### src/rtl/muldiv_pkg.sv
// Shared types and constants for the multiply/divide sequencer.
package muldiv_pkg;

   typedef enum logic [2:0] {
      MD_MULT  = 3'd0,
      MD_MULTU = 3'd1,
      MD_DIV   = 3'd2,
      MD_DIVU  = 3'd3,
      MD_MTHI  = 3'd4,
      MD_MTLO  = 3'd5
   } md_op_t;

   typedef enum logic [1:0] {
      IDLE = 2'd0,
      MUL  = 2'd1,
      DIV  = 2'd2
   } md_state_t;

   localparam int DIV_ITERS = 32;

   function automatic logic is_div_op(input md_op_t op);
      return (op == MD_DIV) || (op == MD_DIVU);
   endfunction

   function automatic logic is_mul_op(input md_op_t op);
      return (op == MD_MULT) || (op == MD_MULTU);
   endfunction

endpackage

### src/rtl/muldiv_if.sv
// Request/result bundle between the execute stage and the muldiv sequencer.
interface muldiv_if;
   import muldiv_pkg::*;

   logic        req_valid;
   md_op_t      req_op;
   logic [31:0] req_a;
   logic [31:0] req_b;
   logic        rd_hilo;
   logic        flush;
   logic        busy;
   logic        stall;
   logic        done;
   logic [31:0] hi;
   logic [31:0] lo;

   modport master (
      output req_valid, req_op, req_a, req_b, rd_hilo, flush,
      input  busy, stall, done, hi, lo
   );

   modport slave (
      input  req_valid, req_op, req_a, req_b, rd_hilo, flush,
      output busy, stall, done, hi, lo
   );

endinterface

### src/rtl/muldiv_ctrl_divu_core.sv
// Unsigned restoring divider: one quotient bit per step, dividend shifts out of the quotient register.
module divu_core (
   input  logic        clk,
   input  logic        reset,
   input  logic        i_start,
   input  logic        i_step,
   input  logic [31:0] i_dividend,
   input  logic [31:0] i_divisor,
   output logic [31:0] o_quo_nxt,
   output logic [31:0] o_rem_nxt
);

   logic [31:0] r_rem;
   logic [31:0] r_quo;
   logic [31:0] r_dvs;

   logic [32:0] w_rem_sh;
   logic [32:0] w_diff;
   logic        w_ge;

   // Partial remainder stays below the divisor, so bit 32 of the trial difference is the borrow.
   assign w_rem_sh  = {r_rem, r_quo[31]};
   assign w_diff    = w_rem_sh - {1'b0, r_dvs};
   assign w_ge      = ~w_diff[32];
   assign o_rem_nxt = w_ge ? w_diff[31:0] : w_rem_sh[31:0];
   assign o_quo_nxt = {r_quo[30:0], w_ge};

   always_ff @(posedge clk or posedge reset) begin
      if (reset) begin
         r_rem <= '0;
         r_quo <= '0;
         r_dvs <= '0;
      end else if (i_start) begin
         r_rem <= '0;
         r_quo <= i_dividend;
         r_dvs <= i_divisor;
      end else if (i_step) begin
         r_rem <= o_rem_nxt;
         r_quo <= o_quo_nxt;
      end
   end

endmodule

### src/rtl/muldiv_ctrl.sv
// Multi-cycle MULT/MULTU/DIV/DIVU/MTHI/MTLO sequencer owning HI/LO.
// Optional MULDIV_DIV_EARLY_OUT_EN: trivial divides (zero divisor or |a| < |b|) finish one edge after acceptance.
module muldiv_ctrl
   import muldiv_pkg::*;
#(
   parameter int MUL_LAT = 3
) (
   input  logic    clk,
   input  logic    reset,
   muldiv_if.slave bus
);

   localparam int CNT_MAX = (MUL_LAT > DIV_ITERS) ? MUL_LAT : DIV_ITERS;
   localparam int CNT_W   = $clog2(CNT_MAX) + 1;

   md_state_t          r_state;
   logic [CNT_W-1:0]   r_cnt;
   logic [31:0]        r_hi;
   logic [31:0]        r_lo;
   logic [31:0]        r_a_raw;
   logic               r_done;
   logic               r_q_neg;
   logic               r_r_neg;
   logic               r_dz;
   logic signed [63:0] r_prod_p [MUL_LAT];
`ifdef MULDIV_DIV_EARLY_OUT_EN
   logic               r_early;
`endif

   logic        w_accept;
   logic        w_signed;
   logic        w_div_start;
   logic        w_mul_start;
   logic [31:0] w_mag_a;
   logic [31:0] w_mag_b;
   logic [31:0] w_quo_nxt;
   logic [31:0] w_rem_nxt;

   function automatic logic signed [63:0] mul64(input logic [31:0] a, input logic [31:0] b,
                                                input logic sgn);
      logic signed [63:0] ea;
      logic signed [63:0] eb;
      ea = {{32{sgn & a[31]}}, a};
      eb = {{32{sgn & b[31]}}, b};
      return ea * eb;
   endfunction

   function automatic logic [31:0] mag32(input logic [31:0] v, input logic sgn);
      return (sgn && v[31]) ? (~v + 32'd1) : v;
   endfunction

   function automatic logic [31:0] neg32(input logic [31:0] v, input logic neg);
      return neg ? (~v + 32'd1) : v;
   endfunction

   assign w_accept    = (r_state == IDLE) && bus.req_valid && !bus.flush;
   assign w_signed    = (bus.req_op == MD_MULT) || (bus.req_op == MD_DIV);
   assign w_div_start = w_accept && is_div_op(bus.req_op);
   assign w_mul_start = w_accept && is_mul_op(bus.req_op);
   assign w_mag_a     = mag32(bus.req_a, w_signed);
   assign w_mag_b     = mag32(bus.req_b, w_signed);

   divu_core u_divu (
      .clk        (clk),
      .reset      (reset),
      .i_start    (w_div_start),
      .i_step     (r_state == DIV),
      .i_dividend (w_mag_a),
      .i_divisor  (w_mag_b),
      .o_quo_nxt  (w_quo_nxt),
      .o_rem_nxt  (w_rem_nxt)
   );

   // Stage p0 captures the product at acceptance; later stages only delay it to MUL_LAT.
   always_ff @(posedge clk or posedge reset) begin
      if (reset) begin
         for (int i = 0; i < MUL_LAT; i++) r_prod_p[i] <= '0;
      end else begin
         if (w_mul_start) r_prod_p[0] <= mul64(bus.req_a, bus.req_b, w_signed);
         for (int i = 1; i < MUL_LAT; i++) r_prod_p[i] <= r_prod_p[i-1];
      end
   end

   always_ff @(posedge clk or posedge reset) begin
      if (reset) begin
         r_state <= IDLE;
         r_cnt   <= '0;
         r_hi    <= '0;
         r_lo    <= '0;
         r_a_raw <= '0;
         r_done  <= 1'b0;
         r_q_neg <= 1'b0;
         r_r_neg <= 1'b0;
         r_dz    <= 1'b0;
`ifdef MULDIV_DIV_EARLY_OUT_EN
         r_early <= 1'b0;
`endif
      end else begin
         r_done <= 1'b0;
         case (r_state)
            IDLE: begin
               if (w_accept) begin
                  case (bus.req_op)
                     MD_MULT, MD_MULTU: begin
                        r_cnt   <= CNT_W'(MUL_LAT - 1);
                        r_state <= MUL;
                     end
                     MD_DIV, MD_DIVU: begin
                        r_a_raw <= bus.req_a;
                        r_q_neg <= w_signed & (bus.req_a[31] ^ bus.req_b[31]);
                        r_r_neg <= w_signed & bus.req_a[31];
                        r_dz    <= (bus.req_b == 32'd0);
                        r_cnt   <= CNT_W'(DIV_ITERS - 1);
                        r_state <= DIV;
`ifdef MULDIV_DIV_EARLY_OUT_EN
                        r_early <= (bus.req_b == 32'd0) || (w_mag_a < w_mag_b);
`endif
                     end
                     MD_MTHI: r_hi <= bus.req_a;
                     MD_MTLO: r_lo <= bus.req_a;
                     default: ;
                  endcase
               end
            end
            MUL: begin
               if (bus.flush) begin
                  r_state <= IDLE;
               end else if (r_cnt == '0) begin
                  {r_hi, r_lo} <= r_prod_p[MUL_LAT-1];
                  r_done       <= 1'b1;
                  r_state      <= IDLE;
               end else begin
                  r_cnt <= r_cnt - CNT_W'(1);
               end
            end
            DIV: begin
               if (bus.flush) begin
                  r_state <= IDLE;
`ifdef MULDIV_DIV_EARLY_OUT_EN
               end else if (r_early) begin
                  r_lo    <= r_dz ? 32'hFFFF_FFFF : 32'd0;
                  r_hi    <= r_a_raw;
                  r_done  <= 1'b1;
                  r_state <= IDLE;
`endif
               end else if (r_cnt == '0) begin
                  // Zero divisor bypasses sign fixup: quotient all ones, remainder is the raw dividend.
                  if (r_dz) begin
                     r_lo <= 32'hFFFF_FFFF;
                     r_hi <= r_a_raw;
                  end else begin
                     r_lo <= neg32(w_quo_nxt, r_q_neg);
                     r_hi <= neg32(w_rem_nxt, r_r_neg);
                  end
                  r_done  <= 1'b1;
                  r_state <= IDLE;
               end else begin
                  r_cnt <= r_cnt - CNT_W'(1);
               end
            end
            default: r_state <= IDLE;
         endcase
      end
   end

   assign bus.busy  = (r_state != IDLE);
   assign bus.stall = bus.busy & (bus.req_valid | bus.rd_hilo);
   assign bus.done  = r_done;
   assign bus.hi    = r_hi;
   assign bus.lo    = r_lo;

endmodule

### src/flat_wrapper.sv
// flat-port wrapper written by rule: the top's interface ports become plain ports
module muldiv_ctrl_flat import muldiv_pkg::*;
#(
   parameter int MUL_LAT = 3
)
  (clk, reset, bus_req_valid, bus_req_op, bus_req_a, bus_req_b, bus_rd_hilo, bus_flush, bus_busy, bus_stall, bus_done, bus_hi, bus_lo);
  muldiv_if bus_i ();
  input  logic clk;
  input  logic reset;
  input wire logic [$bits(bus_i.req_valid)-1:0] bus_req_valid;
  input wire logic [$bits(bus_i.req_op)-1:0] bus_req_op;
  input wire logic [$bits(bus_i.req_a)-1:0] bus_req_a;
  input wire logic [$bits(bus_i.req_b)-1:0] bus_req_b;
  input wire logic [$bits(bus_i.rd_hilo)-1:0] bus_rd_hilo;
  input wire logic [$bits(bus_i.flush)-1:0] bus_flush;
  output wire logic [$bits(bus_i.busy)-1:0] bus_busy;
  output wire logic [$bits(bus_i.stall)-1:0] bus_stall;
  output wire logic [$bits(bus_i.done)-1:0] bus_done;
  output wire logic [$bits(bus_i.hi)-1:0] bus_hi;
  output wire logic [$bits(bus_i.lo)-1:0] bus_lo;
  assign bus_i.req_valid = bus_req_valid;
  assign bus_i.req_op = bus_req_op;
  assign bus_i.req_a = bus_req_a;
  assign bus_i.req_b = bus_req_b;
  assign bus_i.rd_hilo = bus_rd_hilo;
  assign bus_i.flush = bus_flush;
  assign bus_busy = bus_i.busy;
  assign bus_stall = bus_i.stall;
  assign bus_done = bus_i.done;
  assign bus_hi = bus_i.hi;
  assign bus_lo = bus_i.lo;
  muldiv_ctrl #(.MUL_LAT(MUL_LAT)) u_core (.clk(clk), .reset(reset), .bus(bus_i));
endmodule
### config.mk
export PLATFORM = sky130hd
export DESIGN_NAME = muldiv_ctrl_flat
export DESIGN_NICKNAME = d
export VERILOG_FILES = /design/src/rtl/muldiv_pkg.sv /design/src/rtl/muldiv_if.sv /design/src/rtl/muldiv_ctrl_divu_core.sv /design/src/rtl/muldiv_ctrl.sv /design/src/flat_wrapper.sv
export SDC_FILE = /design/constraint.sdc
export NUM_CORES = 2
export LEC_CHECK = 0
export CORE_MARGIN = 10
export CORE_UTILIZATION = 45
export CTS_CLUSTER_DIAMETER = 40
export DETAILED_ROUTE_END_ITERATION = 8
export GPL_TIMING_DRIVEN = 0
export HOLD_SLACK_MARGIN = 0.08
export PLACE_DENSITY = 0.69
export SETUP_SLACK_MARGIN = 0.15
export SLEW_MARGIN = 20
export SYNTH_ARGS = -nofsm -noshare
export SYNTH_HDL_FRONTEND = slang
export SYNTH_SLANG_ARGS = --single-unit
### constraint.sdc
create_clock -name clk -period 16.05 [get_ports clk]
set_clock_uncertainty 0.2 [all_clocks]
set_input_delay 1.605 -clock clk [delete_from_list [all_inputs] [get_ports clk]]
set_output_delay 1.605 -clock clk [all_outputs]
set_load 0.03 [all_outputs]
Word level (Yosys, flattened, before mapping):

Index checks and enable logic that the tools add are counted.

* $add $sub $neg: 6
* $mul: 1
* equality and inequality tests: 18
* muxes and demuxes: 38
* bitwise logic cells: 11
* reductions and logical operators: 26

Operators by type and width (number)
* 32-bit 2-to-1 mux: 23
* 32-bit one-hot mux with 3 select lines: 2
* 32-bit by 1-bit adder with 32-bit output (second input constant): 4
* 32-bit NOT: 4
* 33-bit by 33-bit multiplier with 64-bit output: 1
* 33-bit by 32-bit subtractor with 33-bit output: 1
* 32-bit logical NOT: 1
* 6-bit one-hot mux with 2 select lines: 2
* 6-bit 2-to-1 mux: 3
* 7-bit AND reduction: 2
* 2-bit != test (second input constant): 6
* 2-bit one-hot mux with 2 select lines: 2
* 3-bit by 2-bit equality test with 1-bit output (second input constant): 2
* 3-bit equality test (second input constant): 2
* 1-bit logical AND: 6
* 6-bit logical NOT: 1
* 2-bit 2-to-1 mux: 3
* 2-bit by 1-bit != test with 1-bit output (second input constant): 3
* 3-bit AND reduction: 2
* 2-bit nonzero test: 3
* 2-bit OR reduction: 3
* 6-bit by 1-bit subtractor with 6-bit output (second input constant): 1
* 5-bit AND reduction: 1
* 1-bit bitwise AND: 4
* other kinds (14): 18

* flip-flop bits (word level): 396
* input bits: 72
* output and inout port bits: 67
* word-level logic and storage cells: 115

Logic depth before layout (Yosys ltp):

* depth after elaboration: 9
* mapped depth: 33

Modules after synthesis:

A second synthesis with hierarchy kept.

* cells, all modules: 6395
* area total of the unflattened synthesis: 58303.4 um^2

By module, submodules not included
* muldiv_ctrl: instances 1, cells each 5579, area an instance 51582.0 um^2, sequential area each 7507.2 um^2
* divu_core: instances 1, cells each 816, area an instance 6721.4 um^2, sequential area each 2402.3 um^2

Worst setup path before layout:

OpenSTA, ideal clock, no wires.

* path type: input-to-reg
* start point: input bus_req_op[2]
* end point: register u_core.r_prod_p[184] (netlist name)
* setup time: 0.134 ns
* data arrival time: 9.693 ns
* data required time: 15.716 ns
* slack: 6.023 ns
* stages: 33
* path buffers: 2
* cell sequence: nor2_1 > and2_1 > clkbuf_1 > buf_1 > nand2_1 > inv_1 > fa_1 > inv_1 > fa_1 > inv_1 > fa_1 > fa_1 > inv_1 > fa_1 > inv_1 > fa_1 > inv_1 > fa_1 > fa_1 > inv_1 > ha_1 > o21a_1 > o21ai_0 > nand2b_1 > a21oi_1 > or3b_2 > a2111oi_0 > o32a_1 > a211oi_1 > a211o_1 > o21ai_0 > xnor2_1 > o21ai_0

* longest elaborated chain between the ends: 4
* elaborated cells on any way between the ends: 9

RTL lines
* start, declared: RTL line flat_wrapper.sv:11 `input wire logic [$bits(bus_i.req_op)-1:0] bus_req_op;`
* 3-bit by 2-bit equality test with 1-bit output or 3-bit logical NOT (tied branches): RTL line muldiv_ctrl.sv:57, muldiv_pkg.sv:26
* 1-bit logical OR: RTL line muldiv_ctrl.sv:57 `assign w_signed = (bus.req_op == MD_MULT) || (bus.req_op == MD_DIV);`
* 1-bit bitwise AND (on tied branches): RTL line muldiv_ctrl.sv:43, muldiv_ctrl.sv:44
* 33-bit by 33-bit multiplier with 64-bit output: RTL line muldiv_ctrl.sv:45 `return ea * eb;`
* end, declared: RTL line muldiv_ctrl.sv:25 `logic signed [63:0] r_prod_p [MUL_LAT];`

Parallel ways exist; a longest one is shown, timed or not.
A chain may end at the register's enable or synchronous reset.

Worst setup path after layout:

* start point: input bus_req_op[2]
* end point: register u_core.r_prod_p[190] (netlist name)

Same word-level chain as after synthesis.

==> qor.yml <==
outcome: "complete, no violations"
synth_area_leaders: "fa_1 (39%), dfrtp_1 (17%), inv_1 (8.2%), nand2_1 (8.1%), ha_1 (5.5%)"
cts_resized: 0
h-tree-depth: 2
synth_warnings: 0
initial_core_util_pct: 45.29
stdcell_count: 8306
ios: 139
cts_tree: "yes"
cts_buffers: 53
synth_fp_nets: 7876
r2r-start: "u_core.u_divu.r_quo[31]"
synth-edff-count: 0
cp_num_buf_inv: 8
clock_path_buffers: 3
ys_ff_latch: 396
critPathSlowestCell: "clkbuf_1"
overflow: 0
seq_area_frac_synth_pct: 17.16
grt_pass1_wl_mm: 316.5
grt_max_degree: 112
place_ws_ns: 2.314
synth_cell_type_count: 83
avgSynthCellArea_um2: 8.991
drt_wl_total_mm: 213.3
min_from: "u_core.r_prod_p[69]"
holdCritPathClass: "reg2reg"
antenna_found_initial: 22
cts_root_buf: "clkbuf_16"
track_usage_pct: 29.96
fill_cells: 12100
die_area_um2: 143100
mostFrequentLayoutCell: "inv_1"
critPathMaxStageDelay_ns: 0.91
final.setup.tns_ns: 0
drt_iter0_markers: 5318
die_x_um: 378.2
port_buffers: 102
cts_sinks: 396
core_area_um2: 127500
worst_slew_pin_slew_ns: 1.279
cap_viol_max_count: 0
worstPathRequired_ns: 16.35
m1WireLength_mm: 79.92
critPathKind: "in2reg"
synthFlopType: "dfrtp_1"
top_layer: "met5"
clkLatencyLatePin_ns: 0.62
place_inst: 8195
area_growth_pct: 8.909
critPathLaunchType: "primary input"
drive_gt1_share_pct: 2.653
viasPerCell: 5.685
fin_nets: 8042
std_cell_rows: 131
setup_viol: 0
async_flop_share_pct: 100.0
dp_hpwl_mm: 174.6
slew_headroom_pct: 14.75
arrival_ns: 13.81
finalCritPeriodShare_pct: 84.17
crit_family: "adder cells"
utilization_pct: 49.32
yosysTopAreaCell: "fa_1"
cpMostUsedCell: "fa_1"
met3_length_mm: 26.36
clk_pin_slew_worst_paths_ns: 0.06
cts_setup_buffers: 0
hold_viol_final: 0
die_h_um: 378.2
drtAntennaViolNets: 0
wl_met2_mm: 91.44
critPathMaxFanout: 10
drt-wirelength-per-cell_um: 25.68
grt_pass1_vias: 48730
rsz0062_at_grt: "false"
cts_hold_buf: 0
maxSlewViolCount: 0
synth_top_area_share_pct: 39.03
crit_path_start: "bus_req_op[2]"
fin_ws_ns: 2.541
period_needed_ns: 13.51
syn_area_um2: 57750
max_freq_mhz: 74.02
vias: 47220
synthCells: 6423
route.detailed.drc: 0
endpoint_kind: "register"
final_cell_mix: "inv_1 (1254), nand2_1 (1250), fa_1 (1125), dfrtp_1 (396), o21ai_0 (307)"
dr.pass1.iters: 8
gp_congestion: 1.038
==> Yosys cell counts, drive strengths merged, types with 21 or more instances <==
| cell | instances |
|---|---|
| or3 | 21 |
| a311oi | 22 |
| buf | 77 |
| and3 | 28 |
| ha | 255 |
| and2 | 257 |
| a221oi | 29 |
| nand2b | 25 |
| o21ai | 313 |
| nand3 | 37 |
| nor3 | 43 |
| nand2 | 1251 |
| xor2 | 78 |
| nor4 | 24 |
| a211oi | 41 |
| xnor2 | 136 |
| inv | 1256 |
| dfrtp | 396 |
| clkbuf | 312 |
| a21o | 57 |
| nor2 | 192 |
| a21oi | 158 |
| fa | 1126 |
| mux2i | 56 |
| o31ai | 46 |
==> state kept, by name (all words and copies together) (netlist names) <==
register and cells:
u_core.r_a_raw 32, u_core.r_state 2, u_core.u_divu.r_dvs 32, u_core.bus.done 1, u_core.r_q_neg 1, u_core.u_divu.r_quo 32
u_core.r_dz 1, u_core.r_prod_p 192, u_core.u_divu.r_rem 32, u_core.bus.hi 32, u_core.r_r_neg 1, u_core.r_cnt 6
u_core.bus.lo 32
==> logic make-up after synthesis <==
kind of cell | synth area share [%]
AND/OR/NAND/NOR | 14.73
buffers and inverters | 10.72
adder cells (fa/ha/maj) | 44.56
AO/OA/AOI/OAI | 8.573
flip-flops | 17.16
XOR/XNOR | 3.246
multiplexers | 1.010
==> per-layer routing <==
metal / global-route usage [%] / vias up
met1: 37.78 / 23940
met5: 0 / -
met2: 44.75 / 2788
met3: 10.00 / 660
met4: 17.59 / 22
li1: - / 19820
==> worst reg2reg max path, cell delays in order (launching register included) <==
cell and delay (ns):
dfrtp_1 0.42, inv_1 0.07, ha_1 0.17, inv_1 0.06, fa_1 0.44, a211oi_1 0.50
o21ai_1 0.26, nand3_1 0.30, a211oi_2 0.16, nor4_2 0.86, nor2_4 0.09, inv_2 0.13
buf_6 0.18, clkbuf_1 0.55, buf_1 0.68, nor2_1 0.08, a21oi_1 0.45, ha_1 0.32
inv_1 0.11, nor3b_1 0.21, mux2i_1 0.22, or2_2 0.39, o21ai_0 0.21, xor2_1 0.22
a221oi_1 0.78, o21ai_0 0.21
==> final timing paths <==
| check | endpoint | slack (ns) | cells after the start |
|---|---|---|---|
| max in group asynchronous | u_core.r_prod_p[32] | 13.38 | 4 |
| min reg2reg | u_core.r_prod_p[5] | 0.14 | 0 |
| max | u_core.r_prod_p[190] | 2.54 | 29 |
| min in group asynchronous | u_core.bus.lo[1] | 1.21 | 2 |
| max reg2reg | u_core.bus.hi[18] | 7.62 | 25 |
| min | u_core.r_prod_p[5] | 0.14 | 0 |
==> layout make-up <==
| type | instances | area, um^2 | share of cell area (%) |
|---|---|---|---|
| antenna | 11 | 27.53 | 0.04377 |
| multi-input combinational | 4382 | 41670 | 66.25 |
| sequential | 396 | 9910 | 15.76 |
| inverter | 1256 | 4722 | 7.508 |
| clock inverter | 32 | 309.0 | 0.4914 |
| timing repair buffer | 111 | 1184 | 1.882 |
| clock buffer | 67 | 1481 | 2.355 |
| tap | 1662 | 2079 | 3.306 |
| buffer | 389 | 1514 | 2.407 |
==> metrics by stage <==
stage / hold slack (ns) / instance area (um^2)
after floorplan: 0.1312 / 57750
after global placement: 0.1336 / 60850
after detailed placement: 0.1347 / 61050
after CTS: 0.1461 / 62850
after global routing: 0.1510 / 62880
final: 0.1443 / 62900
Power is left out: the tool's default activity adds up to more than one toggle a clock period on the data nets, which glitch-free logic cannot reach.
